[src/rtl/apb_reg_bank.sv]
// rtl/apb_reg_bank.sv - one register bank with a write port and a read port
//
// Purpose: WORDS x 32 storage cleared by synchronous reset.
// Ports:   hclk, hreset  clock and synchronous active-high reset
//          we, waddr, wdata  write port (committed on the rising edge)
//          raddr, rdata      combinational read port
module apb_reg_bank #(
  parameter int WORDS = 16
) (
  input  logic        hclk,
  input  logic        hreset,
  input  logic        we,
  input  logic [3:0]  waddr,
  input  logic [31:0] wdata,
  input  logic [3:0]  raddr,
  output logic [31:0] rdata
);

  logic [31:0] mem [WORDS];

  always_ff @(posedge hclk) begin
    if (hreset) begin
      for (int i = 0; i < WORDS; i++) mem[i] <= '0;
    end else if (we && (int'(waddr) < WORDS)) begin
      mem[waddr] <= wdata;
    end
  end

  // Indices beyond the populated words read as zero.
  assign rdata = (int'(raddr) < WORDS) ? mem[raddr] : '0;

endmodule

[config.mk]
export PLATFORM = sky130hd
export DESIGN_NAME = apb_reg_bank
export DESIGN_NICKNAME = d
export VERILOG_FILES = /design/src/rtl/apb_reg_bank.sv
export SDC_FILE = /design/constraint.sdc
export NUM_CORES = 1
export LEC_CHECK = 0
export ABC_AREA = 1
export ABC_CLOCK_PERIOD_IN_PS = 3200
export BUFFER_PORTS_ARGS = -buffer_cell sky130_fd_sc_hd__buf_2
export CORE_MARGIN = 8
export CORE_UTILIZATION = 40
export DETAILED_ROUTE_END_ITERATION = 10
export SYNTH_ARGS = -nofsm -noshare
export SYNTH_HDL_FRONTEND = slang
export SYNTH_SLANG_ARGS = --single-unit
[constraint.sdc]
create_clock -name hclk -period 3.2 [get_ports hclk]
set_clock_uncertainty 0.15 [all_clocks]
set_input_delay 0.32 -clock hclk [delete_from_list [all_inputs] [get_ports hclk]]
set_output_delay 0.32 -clock hclk [all_outputs]
set_load 0.1 [all_outputs]
## Word-level counts from Yosys, hierarchy flattened

Memory sizes are Yosys's and may differ from the RTL's.
Cells that the tools add are included.

- Output and inout bits: 32
- Input bits: 43
- RAM bits: 512
- Logic and storage cells: 10
- Memories: 1
- Register bits: 0

- Multiplexer cells: 8
- Reductions and logical operators: 1

Memory list:

| name | words | bits a word | rd ports | clocked after memory_dff | wr ports | line | RTL |
|---|---|---|---|---|---|---|---|
| mem | 16 | 32 | 1 | 0 | 16 | 19 | `logic [31:0] mem [WORDS];` |

Operators by type and width:

| operator | number |
|---|---|
| $mux W32 | 1 |
| $reduce_or A32 Y1 | 1 |
| $mux W1 | 6 |
| $mux W4 | 1 |

## Logic depth before layout (Yosys ltp)

- Depth in word-level cells: 5
- Depth in mapped cells: 10

## Least setup slack after synthesis

No wires, ideal clock.

- Path type: input -> register
- Start point: input hreset
- End point: memory mem[12][0] (enable)
- Slack: 0.865 ns
- Arrival: 1.795 ns
- Library setup time: 0.389 ns
- Cell stages on the path: 6
- Cells stage by stage: inv_2 > nand2_1 > nor3_2 > nand2_1 > buf_6 > nand2_1

RTL lines:

| item | line | RTL |
|---|---|---|
| start: declaration | 11 | `input logic hreset,` |
| end: declaration | 19 |  |

## Worst setup path in the final report

- Start point: input raddr[1]
- End point: output rdata[10]

- Longest elaborated chain between the ends: 1

RTL lines:

| item | line | RTL |
|---|---|---|
| start: declaration | 15 | `input logic [3:0] raddr,` |
| $mem_v2 Z16 W32 | -- |  |
| end: declaration | 16 | `output logic [31:0] rdata` |

No other way between the ends.

==> flow_summary.ini <==
[detailed_routing]
drtAntennaViolNets = 0
post_drt_wl_per_cell_um = 20.19
drtIter0Drc = 1877
routed_wire_length_mm = 71.97
drtPass1Iterations = 5
detail_route.vias_per_cell = 5.127
drcViolationCount = 0
vias = 18280

[pwr]
internal-power_mw = 11.33
power_switching_mw = 4.046
p_leak_nw = 12.33
power.share.switching = 0.2631
power.ir.vdd_worst_uv = 379.2
combPwrFrac = 0.119
share_seq_of_total_power = 0.511
power_frac_clock = 0.371
pwr_density_cell_mw_per_mm2 = 561.8

[synthesis]
synth_warn = 0
synth_nets = 2776
synth.most_common_cell = sky130_fd_sc_hd__nand2_1
synthesis.area_per_instance_um2 = 9.029
ys_seq_area_frac = 0.6230
synthCells = 2733
yosysTopAreaCellShare = 0.6230
synthDominantAreaCellType = sky130_fd_sc_hd__edfxtp_1
synth_async_sr_flop_share = 0
synth_top_flop_cell = sky130_fd_sc_hd__edfxtp_1
synth_enable_flop_cells = 512
ys_seq_elements = 512
unique_cell_type_count_in_the_yosys_netlist = 12
synth_top_cells_by_count = 706 x sky130_fd_sc_hd__nand2_1, 515 x sky130_fd_sc_hd__nor2_1, 512 x sky130_fd_sc_hd__edfxtp_1, 424 x sky130_fd_sc_hd__inv_1, 384 x sky130_fd_sc_hd__nand3_1
syn-cell-area_mm2 = 0.02468
synth.area.top_cells = sky130_fd_sc_hd__edfxtp_1 62%, sky130_fd_sc_hd__nand2_1 11%, sky130_fd_sc_hd__nor2_1 7.8%

[hold_path]
worstHoldPathType = in -> reg
min_path_cells = 3
hold_endpoint = mem[10][18]
worst_hold_startpoint = wdata[18]

[worst_setup_path]
critical-path-slowest-cell = sky130_fd_sc_hd__buf_2
worst_path_most_repeated_cell = sky130_fd_sc_hd__nand3_1
critical_path.max_fanout = 45
worstPathArrival_ns = 2.20
timing_worst_setup_path_type = in -> out
setup.worst_path.end_class = primary output
count_of_buffering_cells_on_the_critical_path_with_inverters_included = 4
critPathMaxStageDelay_ns = 0.45
critical_path.top_delay_family = buffers and inverters
startpoint_type = input port
cp_cell_sequence = buf_4 > inv_4 > buf_12 > nand3_1 > nand3_1 > nand3_1 > nand2_1 > buf_2
worst_ep_required_time_ns = 2.73

[sta]
slew_violations = 0
finalHoldViolations = 0
timing.final.crit_period_ns = 2.666
worst_slew_pin_slew_ns = 0.7679
post_route_worst_hold_slack_ns = 0.1504
final.setup.tns_ns = 0
post-route-period-util = 0.8330
fmax_mhz = 375.1
setup_repair_after_global_routing_missed_its_margin = false
finalSetupViolCount = 0
max-slew-margin-rel = 0.4881

[placed_design]
port_buffers = 74
dp_hpwl_mm = 38.62
routabilityCongestion = 0.8230

[cts]
hold_buffers = 0
clock_tree.buffer_depth = 3
htree_levels = 2
cts_num_sinks = 512
cts_made_buffers = 52
cts_root_buffer = sky130_fd_sc_hd__clkbuf_16
cts_resized = 0
cts.reportedPaths.clkPinSlew_ns = 0.06
post_cts.repair.setup_buffers = 0
cts_tree = yes

[grt]
grt-ovfl-total = 0
initial_antenna_violation_count = 0
track_usage = 0.2022
maximum_number_of_pins_on_one_net_before_global_route_repair = 101
number_of_global_route_vias_before_repair = 17830
grt_first_pass_wirelength_mm = 109.0

[floorplanning]
chipWidth_um = 264.4
fp.dieArea_mm2 = 0.06990
design.portCount = 75
fp.dieH_um = 264.4
core_area_mm2 = 0.06137
initial_utilization = 0.4021
row_count = 91

[finish]
largest_registers = mem (512)
diodes = 0
regMostFlops = mem
area_growth_pct = 10.89
largest_reg_flops = 512
layout-drive-gt1-share = 0.08757
fin_nets = 2781

[outcome]
run_status = finished, final reports clean

[run]
number_of_max_capacitance_violations_reported = 0
per-layer routing:
metal  up-vias  routed length (µm)  track usage
met5         -                   0            0
met1      8737               29330       0.2657
met2       812               34700       0.3421
met3       164                5501      0.02632
li1       8564                   -            -
met4         0                2445      0.07225
logic make-up (layout without fill, tap and decap cells):
| family | after synthesis | count (layout) | share of synthesized area |
|---|---|---|---|
| buffers and inverters | 612 | 654 | 0.1117 |
| DFF | 512 | 512 | 0.6230 |
| and+or+nand+nor | 1609 | 1609 | 0.2652 |
metrics by stage:
step | total power [mW] | worst slack (ns) | instances | utilization | instance area (µm²)
finish | 15.37 | 0.5344 | 3565 | 0.4459 | 27370
global placement | 9.800 | 0.5211 | 3474 | 0.4209 | 25830
global route | 15.84 | 0.3988 | 3565 | 0.4459 | 27370
CTS | 15.45 | 0.5305 | 3565 | 0.4459 | 27370
floorplan | 9.214 | 0.8653 | 2733 | - | 24680
detailed placement | 9.823 | 0.5362 | 3474 | 0.4209 | 25830
tightest hold or removal path: stages:
cell and delay, ns:
sky130_fd_sc_hd__buf_2 0.07, sky130_fd_sc_hd__inv_1 0.21, sky130_fd_sc_hd__nor2_1 0.16
placed cells by master (no fill, tap or decap), drive strengths merged:
master and n:
nand2 706, nor2 515, edfxtp 512, inv 425, nand3 384, buf 136
clkbuf 58, clkinv 33, nor3 4, bufinv 2
power by group through the flow:
stage	Clock, mW	Sequential [mW]	Combinational (mW)
2_1_floorplan	0	7.97	1.24
3_3_place_gp	0	7.98	1.82
3_5_place_dp	0	8.00	1.83
4_1_cts	5.76	7.86	1.83
5_1_grt	5.98	7.89	1.98
6_report	5.70	7.85	1.82
cell type report:
cell class | count | area [µm²]
Timing Repair Buffer | 137 | 1232
Tap cell | 790 | 988.4
Sequential cell | 512 | 15370
Fill cell | 5785 | 34010
Clock buffer | 57 | 1341
Clock inverter | 34 | 193.9
Inverter | 426 | 1609
Multi-Input combinational cell | 1609 | 6625
worst max path at each step:
stage / from / cells past startpoint / end
3_3_place_gp: raddr[1] / 8 / rdata[10]
2_1_floorplan: hreset / 6 / mem[12][0]
6_report: raddr[1] / 8 / rdata[10]
5_1_grt: raddr[0] / 10 / rdata[19]
3_5_place_dp: raddr[1] / 8 / rdata[10]
4_1_cts: raddr[1] / 8 / rdata[10]
No activity file was read; power rests on OpenSTA's default activity.
